`config.mk`:
```
export PLATFORM = sky130hd
export DESIGN_NAME = if_fetch_unit
export DESIGN_NICKNAME = d
export VERILOG_FILES = /design/src/rtl/if_fetch_unit.sv
export SDC_FILE = /design/constraint.sdc
export NUM_CORES = 1
export LEC_CHECK = 0
export CORE_MARGIN = 1.5
export CORE_UTILIZATION = 50
export DETAILED_ROUTE_END_ITERATION = 6
export PLACE_DENSITY = 0.93
export SYNTH_ARGS = -nofsm -noshare
export SYNTH_HDL_FRONTEND = slang
export SYNTH_SLANG_ARGS = --single-unit
```
`constraint.sdc`:
```
create_clock -name clk -period 3.2 [get_ports clk]
set_input_delay 0.96 -clock clk [delete_from_list [all_inputs] [get_ports clk]]
set_output_delay 0.96 -clock clk [all_outputs]
set_load 0.01 [all_outputs]
```
`src/rtl/if_fetch_unit.sv`:
```
// ---------------------------------------------------------------------------
// if_fetch_unit
//
// Instruction-fetch stage placed directly after the PC register. It fetches
// the word at the current PC over a req/ack instruction-memory handshake
// with variable latency. The word and its PC go to the ID stage through an
// internal IF/ID register. While a fetch is outstanding the unit asks the
// stall controller to freeze PC/IF. Stalls, flushes and misaligned PCs are
// absorbed without losing or duplicating instructions.
//
// Ports:
//   clk        - system clock, all state updates on posedge
//   rst        - asynchronous reset, active low
//   pc_i       - current PC from the PC stage
//   stall      - stall vector: bit0 PC, bit1 IF, bit2 ID (1 = stop)
//   flush      - CP0 redirect; kills the IF/ID contents
//   stallreq_o - request to freeze PC/IF while a fetch is outstanding
//   imem_req   - instruction-memory request valid
//   imem_addr  - instruction-memory word address
//   imem_ack   - memory response valid (may coincide with imem_req)
//   imem_rdata - instruction word, valid with imem_ack
//   id_pc      - IF/ID register: PC of the instruction in ID
//   id_inst    - IF/ID register: instruction in ID
//   id_adel    - IF/ID register: fetch address-error flag
// ---------------------------------------------------------------------------
module if_fetch_unit #(
   parameter logic [31:0] RESET_ADDR = 32'hBFC00000,
   parameter logic [31:0] NOP_INST   = 32'h00000000
) (
   input  logic        clk,
   input  logic        rst,
   input  logic [31:0] pc_i,
   input  logic [5:0]  stall,
   input  logic        flush,
   output logic        stallreq_o,
   output logic        imem_req,
   output logic [31:0] imem_addr,
   input  logic        imem_ack,
   input  logic [31:0] imem_rdata,
   output logic [31:0] id_pc,
   output logic [31:0] id_inst,
   output logic        id_adel
);

   localparam logic [1:0] S_FETCH   = 2'd0;
   localparam logic [1:0] S_HOLD    = 2'd1;
   localparam logic [1:0] S_DISCARD = 2'd2;

   logic [1:0]  state;
   logic [31:0] req_addr;
   logic [31:0] hold_pc;
   logic [31:0] hold_inst;
   logic        hold_adel;

   logic        misaligned;
   logic        fetch_done;
   logic [31:0] fetch_data;
   logic        hold_id;
   logic        unused_stall;

   assign misaligned   = (pc_i[1:0] != 2'b00);
   // A misaligned PC completes at once with a bubble word and the error flag.
   assign fetch_done   = (state == S_FETCH) && (misaligned || imem_ack);
   assign fetch_data   = misaligned ? NOP_INST : imem_rdata;
   assign hold_id      = stall[1] && stall[2];
   assign unused_stall = ^{stall[5:3], stall[0]};

   // Memory request and stall request. Nothing is requested while reset is
   // held. In DISCARD the latched address is replayed so the handshake stays
   // stable even though the PC has already been redirected.
   always_comb begin
      imem_req   = 1'b0;
      imem_addr  = req_addr;
      stallreq_o = 1'b0;
      if (rst) begin
         case (state)
            S_FETCH: begin
               if (!misaligned) begin
                  imem_req   = 1'b1;
                  imem_addr  = pc_i;
                  stallreq_o = ~imem_ack;
               end
            end
            S_DISCARD: begin
               imem_req   = 1'b1;
               imem_addr  = req_addr;
               stallreq_o = 1'b1;
            end
            default: begin
            end
         endcase
      end
   end

   // State, request latch, hold buffer and IF/ID register. Flush has the
   // highest priority. Otherwise ID gets a bubble unless IF and ID are both
   // stalled, and a real load later in the block overrides that bubble.
   always_ff @(posedge clk or negedge rst) begin
      if (!rst) begin
         state     <= S_FETCH;
         req_addr  <= RESET_ADDR;
         hold_pc   <= 32'h0;
         hold_inst <= 32'h0;
         hold_adel <= 1'b0;
         id_pc     <= 32'h0;
         id_inst   <= NOP_INST;
         id_adel   <= 1'b0;
      end else begin
         if (state == S_FETCH && !misaligned) begin
            req_addr <= pc_i;
         end
         if (flush) begin
            id_pc   <= 32'h0;
            id_inst <= NOP_INST;
            id_adel <= 1'b0;
            case (state)
               S_FETCH:   state <= (!misaligned && !imem_ack) ? S_DISCARD : S_FETCH;
               S_DISCARD: state <= imem_ack ? S_FETCH : S_DISCARD;
               default:   state <= S_FETCH;
            endcase
         end else begin
            if (!hold_id) begin
               id_pc   <= 32'h0;
               id_inst <= NOP_INST;
               id_adel <= 1'b0;
            end
            case (state)
               S_FETCH: begin
                  if (fetch_done) begin
                     if (!stall[1]) begin
                        id_pc   <= pc_i;
                        id_inst <= fetch_data;
                        id_adel <= misaligned;
                     end else begin
                        hold_pc   <= pc_i;
                        hold_inst <= fetch_data;
                        hold_adel <= misaligned;
                        state     <= S_HOLD;
                     end
                  end
               end
               S_HOLD: begin
                  if (!stall[1]) begin
                     id_pc   <= hold_pc;
                     id_inst <= hold_inst;
                     id_adel <= hold_adel;
                     state   <= S_FETCH;
                  end
               end
               S_DISCARD: begin
                  if (imem_ack) begin
                     state <= S_FETCH;
                  end
               end
               default: state <= S_FETCH;
            endcase
         end
      end
   end

endmodule

```
==> qor.yml, run 1 <==
sta:
  finalClockSkew_ps: 9.59
  period_share_pct: 99.8
  fin_crit_ps: 3200
  max_freq_mhz: 313
  finalSetupViolCount: 0
  rsz0062_at_grt: "true"
  slew_violations: 0
  tightest_slew_ps: 824
  layout_setup_ws_ps: 4.97
  finalHoldViolCount: 0
  slew-limit-headroom_pct: 45.1
worst_setup_path:
  cp_slowest_stage_delay_ps: 300
  cp.arrival_ps: 2240
  reg2reg_depth: 6
  path_class: "in2out"
  crit_path_end_kind: "output port"
  slowest_stage: "mux2_4"
  cp-start-kind: "input port"
  worstPathRequired_ps: 2240
  cpMostUsedCell: "buf_6"
  path_max_fanout: 7
  cp_cell_sequence: "buf_8 > nor4_4 > nand2_4 > buf_12 > buf_6 > mux2_4 > buf_6"
synth:
  synth_seq_area_share_pct: 57.5
  yosys.area_share.xor_xnor_pct: 0
  synth_cells: 567
  ys_types: 31
  muxShareOfSynthArea_pct: 15.9
  yosysWarningCount: 0
  ys_ff_latch: 164
  synthSimpleGateAreaFrac_pct: 7.60
  synth_ff_type: "dfrtp_1"
  synthAdderAreaFrac_pct: 0
  synth_area_per_cell_um2: 12.6
  synth_top_family_by_area: "multiplexers"
  async_flop_share_pct: 100
  synth-edff-count: 0
  synth_compound_area_share_pct: 15.3
  syn-cell-area_mm2: 0.00716
  syn-num-nets: 641
place:
  dp.final_hpwl_um: 12500
  dp_slack_ps: -650
  gp_congestion: 0.822
  io_buffers: 168
  place_area_mm2: 0.00929
finish:
  drive_gt1_share_pct: 31.0
  finalNetCount: 842
  final_core_util_pct: 71.8
  syn_to_final_growth_pct: 39.8
  design_area_mm2: 0.0100
floorplanning:
  core_area_mm2: 0.0139
  die_area_mm2: 0.0150
  start_util_pct: 51.4
  die_h_um: 123
  placementRows: 43
  die_x_um: 123
  io_pins: 173
global_route:
  grt_use_total_pct: 26.9
  grt_overflow: 0
  grt_antenna_before_repair: 1
  first_global_vias: 6054
  grt_pass1_wl_um: 30800
  grt_start_max_net_pins: 70
route:
  drt_iter0_markers: 511
  route.detailed.drc: 0
  wl_per_cell_um: 20.5
  vias_per_cell: 5.99
  antenna_left: 0
  vias: 5761
  drt_wl_total_um: 19700
  first_pass_iters: 5
clock_network:
  cts_tree: "done"
  path_clk_slew_ps: 60
  cts-buffers-inserted: 17
  insertion_delay_ps: 430
  cts-root-buf: "clkbuf_16"
  clockBufferDepth: 2
  clkSinkCount: 164
  h-tree-depth: 4
power_and_ir_drop:
  irDropWorstVdd_uv: 343
  switching_share_pct: 24.4
  power.internal_w: 0.00420
  p_switching_w: 0.00135
  power_frac_seq_pct: 44.2
  clkPwrFrac_pct: 37.3
  powerDensity_mw_per_mm2: 555
  combPwrFrac_pct: 18.5
  p_leak_nw: 4.37
hold_path:
  whs_path_depth: 1
  hp-class: "reg2reg"
status:
  status: "complete, no violations"
job:
  drv_cap: 0
-- per-stage QoR --
stage,setup TNS (ps),std cells,power [W],hold WS (ps)
CTS,-314,960,0.00558,501
global route,-718,962,0.00578,520
detailed placement,-20790,917,0.00351,491
floorplan,0,567,0.00297,455
finish,0,962,0.00555,502
global placement,-20280,917,0.00345,476
-- kinds of logic (layout without fill, tap and decap cells) --
| kind of cell | count (synthesis) | count (layout) |
|---|---|---|
| flops | 164 | 164 |
| mux | 92 | 92 |
| simple gates | 94 | 94 |
| buf+inv | 55 | 269 |
| other cells | 0 | 1 |
| compound gates | 162 | 162 |
-- routing by layer --
metal	vias to the layer above	track usage [%]	routed length [um]
met2	267	45.7	10000
met3	41	7.20	1450
met5	-	0	0
met4	0	11.8	435
met1	2939	32.0	7820
li1	2514	-	-
-- flip-flops by register name, summed over array words and instances (netlist names) --
register and cells:
id_adel 1, state 2, hold_pc 32, req_addr 32, id_pc 32, hold_adel 1
id_inst 32, hold_inst 32
-- layout by cell type, fill, tap and decap left out, types with 5 or more instances in the layout --
master,n
a22oi_1,63
buf_4,56
mux2_4,28
clkbuf_16,17
clkdlybuf4s50_1,129
a21oi_1,65
nand3_1,62
mux2_2,64
a22o_1,33
buf_6,21
buf_12,5
clkbuf_2,5
dfstp_2,9
dfrtp_1,155
buf_2,13
-- worst max-delay path, delay by kind of cell --
family / cells / cell delay [ps]
buffers and inverters: 4 / 520
muxes: 1 / 300
and+or+nand+nor: 2 / 430
-- power by group through the flow --
| stage | Clock (W) | Combinational [W] | Sequential [W] |
|---|---|---|---|
| 3_3_place_gp | 0 | 0.000993 | 0.00246 |
| 4_1_cts | 0.00210 | 0.00104 | 0.00245 |
| 6_report | 0.00207 | 0.00103 | 0.00245 |
| 5_1_grt | 0.00220 | 0.00110 | 0.00248 |
| 3_5_place_dp | 0 | 0.00103 | 0.00248 |
| 2_1_floorplan | 0 | 0.000516 | 0.00245 |
-- final timing paths --
check                           slack [ps]                     from                   endpoint
worst max-delay path                     5                  pc_i[0]              imem_addr[10]
worst min-delay path                   500  req_addr[1]$_DFFE_PN0N_    req_addr[1]$_DFFE_PN0N_
worst max register to register        1340     state[0]$_DFFE_PN0P_  hold_inst[21]$_DFFE_PN0P_
worst min register to register         500  req_addr[1]$_DFFE_PN0N_    req_addr[1]$_DFFE_PN0N_
max in group asynchronous             1100                      rst    hold_pc[27]$_DFFE_PN0P_
min in group asynchronous              600                      rst        id_pc[31]$_DFF_PN0_
-- final cells by class --
cell class / count / area, um2
flip-flops and latches: 164 / 4120
fillers: 885 / 3930
multi-input cells: 348 / 2810
repair buffers: 237 / 2250
clock buffers: 24 / 482
well taps: 180 / 225
clock inverters: 8 / 124
diodes: 1 / 2.50
-- synth_stat cells (2+ instances only) --
library cell | number | area [um2]
dfrtp_1 | 155 | 3880
a21oi_1 | 65 | 325
mux2_2 | 64 | 721
a22oi_1 | 63 | 473
nand3_1 | 62 | 310
a22o_1 | 33 | 289
mux2_4 | 28 | 420
clkbuf_1 | 26 | 97.6
buf_2 | 19 | 95.1
dfstp_2 | 9 | 236
and2_1 | 4 | 25.0
buf_1 | 4 | 15.0
nand2_1 | 4 | 15.0
nor2_1 | 4 | 15.0
nor3b_1 | 4 | 30.0
buf_4 | 3 | 22.5
buf_6 | 3 | 33.8
nor2b_1 | 3 | 18.8
nand4b_1 | 2 | 17.5
-- what timing repair did --
action / CTS / global route
pin swaps: 4 / 0
gates cloned: 2 / 0
buffers inserted: 9 / 1
setup endpoints to repair: 34 / 21
hold buffers: 0 / 0
resized for setup: 148 / 10
Note: power is estimated with default switching activity, not from simulation.
==> run 2: changes to the inputs <==
RECOVER_POWER = 100   (was not set)
==> qor.yml, run 2 (synthesis gave the netlist of run 1 again) <==
worst_setup_path:
  path_class: "in2out"
  worstPathRequired_ps: 2240  # about the same
  crit_path_start: "pc_i[0]"
  crit_path_end: "imem_addr[10]"
  cpMostUsedCell: "buf_6"
  path_buf_inv: 4  # unchanged
  r2r-end: "req_addr[13]$_DFFE_PN0N_"
  worst-path-stages: 7  # unchanged
  cp_slowest_stage_delay_ps: 300  # about the same
  crit_path_end_kind: "output port"
  ff2ff_setup_slack_ps: 320  # -1020 ps
  cp-start-kind: "input port"
  reg2reg_depth: 4  # -2
  slowest_stage: "mux2_4"
  r2r-start: "state[0]$_DFFE_PN0P_"
  cp_cell_sequence: "buf_8 > nor4_4 > nand2_4 > buf_12 > buf_6 > mux2_4 > buf_6"
  cp.arrival_ps: 2230  # about the same
  path_max_fanout: 7  # unchanged
  cp_top_family: "buffers and inverters"
clock_network:
  cts_tree: "done"
  path_clk_slew_ps: 60  # about the same
  clockBufferDepth: 2  # unchanged
  cts-root-buf: "clkbuf_16"
  h-tree-depth: 4  # unchanged
  clkSinkCount: 164  # unchanged
  hold_buffers: 0  # unchanged
  insertion_delay_ps: 420  # about the same
  cts-buffers-inserted: 17  # unchanged
finish:
  finalNetCount: 842  # unchanged
  mostFrequentLayoutCells: "dfrtp_1, dlygate4sd3_1, a21oi_1"
  final_core_util_pct: 71.3  # -0.51 points
  fillers: 903  # +2.0%
  syn_to_final_growth_pct: 38.8
  drive_gt1_share_pct: 29.8  # -1.2 points
  fin_cells: 962  # unchanged
  mostFrequentLayoutCell: "dfrtp_1"
  design_area_mm2: 0.00994  # -0.71%
global_route:
  grt_pass1_wl_um: 30800  # unchanged
  grt_use_total_pct: 26.9  # unchanged
  grt_start_max_net_pins: 70  # unchanged
  first_global_vias: 6054  # unchanged
  grt_antenna_before_repair: 1  # unchanged
  grt_overflow: 0  # unchanged
route:
  first_pass_iters: 5  # unchanged
  drt_iter0_markers: 625  # +22%
  vias: 5784  # +0.40%
  route.detailed.drc: 0  # unchanged
  antenna_left: 0  # unchanged
  drt_wl_total_um: 19700  # -0.25%
  vias_per_cell: 6.01  # +0.40%
  wl_per_cell_um: 20.4  # -0.25%
sta:
  fin_crit_ps: 3190  # -3.31 ps
  finalSetupViolCount: 0  # unchanged
  max_freq_mhz: 313  # +0.10%
  finalClockSkew_ps: 9.73  # +0.135 ps
  tightest_slew_ps: 1920  # +1090 ps
  layout_setup_ws_ps: 8.28  # +3.31 ps
  slew-limit-headroom_pct: -27.8  # -73 points
  rsz0062_at_grt: "true"
  slew_violations: 138  # +138
  period_share_pct: 99.7  # -0.10 points
  finalHoldViolCount: 0  # unchanged
power_and_ir_drop:
  switching_share_pct: 24.4  # +0.047 points
  p_leak_nw: 4.53  # +3.7%
  combPwrFrac_pct: 18.2  # -0.3 points
  clkPwrFrac_pct: 37.5  # +0.2 points
  irDropWorstVdd_uv: 344  # +0.27%
  p_switching_w: 0.00135  # -0.22%
  power.internal_w: 0.00418  # -0.47%
  powerDensity_mw_per_mm2: 556  # +0.31%
  power_frac_seq_pct: 44.4  # +0.2 points
place:
  dp_slack_ps: -650  # unchanged
  dpl.cell_count: 917  # unchanged
  dp.final_hpwl_um: 12500  # unchanged
  io_buffers: 168  # unchanged
  place_area_mm2: 0.00929  # unchanged
  gp_congestion: 0.822  # unchanged
job:
  drv_cap: 3  # +3
floorplanning:
  start_util_pct: 51.4  # unchanged
  io_pins: 173  # unchanged
  placementRows: 43  # unchanged
  die_area_mm2: 0.0150  # unchanged
  core_area_mm2: 0.0139  # unchanged
  die_h_um: 123  # unchanged
  die_x_um: 123  # unchanged
status:
  status: "finished with violations"
  violations: "max-capacitance violations, max-slew violations"
hold_path:
  hp-class: "reg2reg"
==> run 2: cell types whose count changed in the layout (fill, tap and decap cells not counted), sizes merged <==
| cell | before | now |
|---|---|---|
| clkdlybuf4s50 | 129 | 63 |
| buf | 98 | 84 |
| clkbuf | 29 | 43 |
| dlygate4sd3 | 0 | 66 |
==> run 2: repair_timing <==
item                                    4_1_cts  5_1_grt
resized for setup                           148       10
pin swaps                                     4        0
buffers inserted                              9        1
gates cloned                                  2        0
endpoints found under the setup margin       34       21
==> run 2: layout make-up <==
class | count | area, um2 | share of cell area, %
clock buffer | 24 | 482 | 4.85
sequential | 164 | 4120 | 41.4
clock inverter | 8 | 124 | 1.25
timing repair buffer | 237 | 2200 | 22.2
multi-input combinational | 348 | 2790 | 28.0
tap | 180 | 225 | 2.27
antenna | 1 | 2.50 | 0.0252
==> run 2: power groups by stage <==
| stage | clock network, W | logic (W) | registers [W] |
|---|---|---|---|
| final | 0.00207 | 0.00100 | 0.00245 |
| after global routing | 0.00220 | 0.00108 | 0.00248 |
| after CTS | 0.00210 | 0.00104 | 0.00245 |
| after detailed placement | 0 | 0.00103 | 0.00248 |
| after global placement | 0 | 0.000993 | 0.00246 |
| after floorplan | 0 | 0.000516 | 0.00245 |
==> run 2: worst min-delay path by stage <==
| stage | startpoint | to | slack, ps | depth (start not counted) |
|---|---|---|---|---|
| floorplan | req_addr[0]$_DFFE_PN0N_ | req_addr[0]$_DFFE_PN0N_ | 460 | 1 |
| global placement | req_addr[1]$_DFFE_PN0N_ | req_addr[1]$_DFFE_PN0N_ | 480 | 1 |
| detailed placement | hold_inst[29]$_DFFE_PN0P_ | hold_inst[29]$_DFFE_PN0P_ | 490 | 1 |
| CTS | req_addr[0]$_DFFE_PN0N_ | req_addr[0]$_DFFE_PN0N_ | 500 | 1 |
| global route | req_addr[1]$_DFFE_PN0N_ | req_addr[1]$_DFFE_PN0N_ | 520 | 1 |
| finish | req_addr[0]$_DFFE_PN0N_ | req_addr[0]$_DFFE_PN0N_ | 500 | 1 |
==> run 2: worst register-to-register path: cells and delay by family, from the launching register on <==
family                 cells  cell delay [ps]
buffers and inverters      2             1520
and+or+nand+nor            1              350
muxes                      1              470
DFF                        1              420
==> run 2: per-stage QoR <==
step	TNS (ps)	hold slack, ps	power [W]
floorplan	0	455	0.00297
CTS	-314	501	0.00558
global route	-756	520	0.00575
global placement	-20280	476	0.00345
finish	0	503	0.00553
detailed placement	-20790	491	0.00351
==> run 2: routing by layer <==
layer	track usage, %	wire length (um)	up-vias
met4	11.8	394	0
li1	-	-	2524
met3	7.20	1440	38
met1	32.0	7720	2953
met2	45.7	10100	269
met5	0	0	-
==> run 3: changes to the inputs <==
CORE_MARGIN = 2   (was 1.5)
==> qor.yml, run 3 (synthesis gave the netlist of run 1 again) <==
finish:
  fillers: 924  # +2.3%
  final_core_util_pct: 70.8  # -0.50 points
  finalNetCount: 845  # +0.36%
  mostFrequentLayoutCell: "dfrtp_1"
  design_area_mm2: 0.00987  # -0.71%
  antenna_cells: 0  # -1
  syn_to_final_growth_pct: 37.8
  drive_gt1_share_pct: 30.0  # +0.14 points
  mostFrequentLayoutCells: "dfrtp_1, dlygate4sd3_1, a21oi_1"
power_and_ir_drop:
  irDropWorstVdd_uv: 351  # +2.1%
  power.internal_w: 0.00412  # -1.4%
  clkPwrFrac_pct: 37.2  # -0.3 points
  switching_share_pct: 25.5  # +1.0 points
  power_frac_seq_pct: 44.5  # about the same
  powerDensity_mw_per_mm2: 560  # +0.74%
  p_switching_w: 0.00141  # +4.3%
  combPwrFrac_pct: 18.3  # about the same
  p_leak_nw: 4.49  # -0.84%
worst_setup_path:
  path_class: "in2reg"
  cp.arrival_ps: 3510  # +1280 ps
  path_max_fanout: 16  # +9
  worstPathRequired_ps: 3510  # +1270 ps
  crit_path_end_kind: "flop"
  cp-start-kind: "input port"
route:
  first_pass_iters: 5  # unchanged
  wl_met3_um: 1590  # +10%
  vias: 5897  # +2.0%
  wl_met1_um: 7950  # +2.9%
  antenna_left: 0  # unchanged
  drt_wl_total_um: 21200  # +7.8%
  wl_per_cell_um: 22.0  # +7.6%
  drt_iter0_markers: 683  # +9.3%
  dr_wl_met2_um: 11100  # +9.8%
  vias_per_cell: 6.12  # +1.7%
  route.detailed.drc: 0  # unchanged
  maxUsedRoutingLayer: "met4"
floorplanning:
  io_pins: 173  # unchanged
  die_area_mm2: 0.0153  # +1.6%
  die_x_um: 124  # +0.82%
  start_util_pct: 51.4  # unchanged
  core_area_mm2: 0.0139  # unchanged
  placementRows: 43  # unchanged
  die_h_um: 124  # +0.82%
sta:
  rsz0062_at_grt: "false"
  slew-limit-headroom_pct: -3.55  # +24 points
  max_freq_mhz: 312  # -0.35%
  layout_setup_ws_ps: -2.82  # -11.1 ps
  fin_crit_ps: 3200  # +11.1 ps
  tightest_slew_ps: 1550  # -363 ps
  finalHoldViolCount: 0  # unchanged
  finalClockSkew_ps: 7.65  # -2.08 ps
  hold-worst-slack_ps: 493  # -10.1 ps
  slew_violations: 70  # -49%
  period_share_pct: 100  # +0.35 points
  finalSetupViolCount: 1  # +1
global_route:
  grt_antenna_before_repair: 0  # -1
  grt_start_max_net_pins: 80  # +14%
  grt_overflow: 0  # unchanged
  first_global_vias: 6302  # +4.1%
  grt_pass1_wl_um: 32900  # +6.8%
  grt_use_total_pct: 28.4  # +1.5 points
place:
  place_area_mm2: 0.00928  # -0.13%
  io_buffers: 168  # unchanged
  dp.final_hpwl_um: 12800  # +2.4%
  gp_congestion: 0.739  # -10%
hold_path:
  hp-class: "reg2reg"
clock_network:
  insertion_delay_ps: 420  # about the same
  path_clk_slew_ps: 60  # about the same
  cts-root-buf: "clkbuf_16"
  clkSinkCount: 164  # unchanged
  cts-buffers-inserted: 17  # unchanged
  h-tree-depth: 4  # unchanged
  cts_tree: "done"
  hold_buffers: 0  # unchanged
  clockBufferDepth: 2  # unchanged
status:
  violations: "max-capacitance violations, max-slew violations, negative setup slack"
  status: "finished with violations"
job:
  drv_cap: 1  # -2
[run 3: path summary, 6_finish.rpt]
| check | cells past startpoint | to | startpoint | slack, ps |
|---|---|---|---|---|
| min in group asynchronous | 2 | state[1]$_DFFE_PN0P_ | rst | 610 |
| setup reg to reg | 18 | req_addr[19]$_DFFE_PN0N_ | state[0]$_DFFE_PN0P_ | 170 |
| hold / removal | 1 | req_addr[0]$_DFFE_PN0N_ | req_addr[0]$_DFFE_PN0N_ | 490 |
| max in group asynchronous | 4 | id_inst[13]$_DFF_PN0_ | rst | 450 |
| setup / recovery | 19 | req_addr[16]$_DFFE_PN0N_ | pc_i[1] | -3 |
| hold reg to reg | 1 | req_addr[0]$_DFFE_PN0N_ | req_addr[0]$_DFFE_PN0N_ | 490 |
[run 3: power by group through the flow]
stage	logic (W)	registers, W	clock network (W)
final	0.00101	0.00246	0.00206
after floorplan	0.000516	0.00245	0
after CTS	0.00106	0.00245	0.00207
after global routing	0.00108	0.00248	0.00218
after detailed placement	0.00104	0.00249	0
after global placement	0.000993	0.00246	0
[run 3: layout make-up]
| cell class | count | area, um2 | area share, % |
|---|---|---|---|
| sequential | 164 | 4120 | 41.7 |
| tap | 180 | 225 | 2.28 |
| timing repair buffer | 240 | 2140 | 21.7 |
| clock inverter | 9 | 130 | 1.32 |
| multi-input combinational | 348 | 2800 | 28.4 |
| clock buffer | 23 | 458 | 4.64 |
[run 3: what timing repair did]
action,CTS,global route
setup endpoints to repair,34,63
pin swaps,1,4
resized for setup,168,19
cloned,3,1
setup buffers,26,0
[run 3: per-layer routing]
layer / vias to the layer above / global-route usage (%)
met5: - / 0
met4: 0 / 11.6
met3: 57 / 7.65
met2: 312 / 49.3
met1: 3005 / 33.4
li1: 2523 / -
[run 3: through the flow]
step / setup TNS, ps / power [W] / setup WS [ps] / cells
3_5_place_dp: -19880 / 0.00352 / -639 / 912
5_1_grt: 0 / 0.00574 / 9.04 / 964
4_1_cts: -855 / 0.00558 / -93.9 / 971
3_3_place_gp: -20210 / 0.00345 / -618 / 912
6_report: -2.82 / 0.00553 / -2.82 / 964
2_1_floorplan: 0 / 0.00297 / 148 / 567
[run 3: critical path, stage by stage]
cell	delay, ps
buf_4	120
nor4_4	50
buf_4	140
buf_4	120
buf_4	130
buf_4	130
buf_4	120
buf_4	130
buf_4	130
clkbuf_4	120
buf_4	120
buf_4	120
buf_4	120
buf_4	130
buf_4	130
buf_4	120
buf_4	150
buf_12	150
mux2_4	320
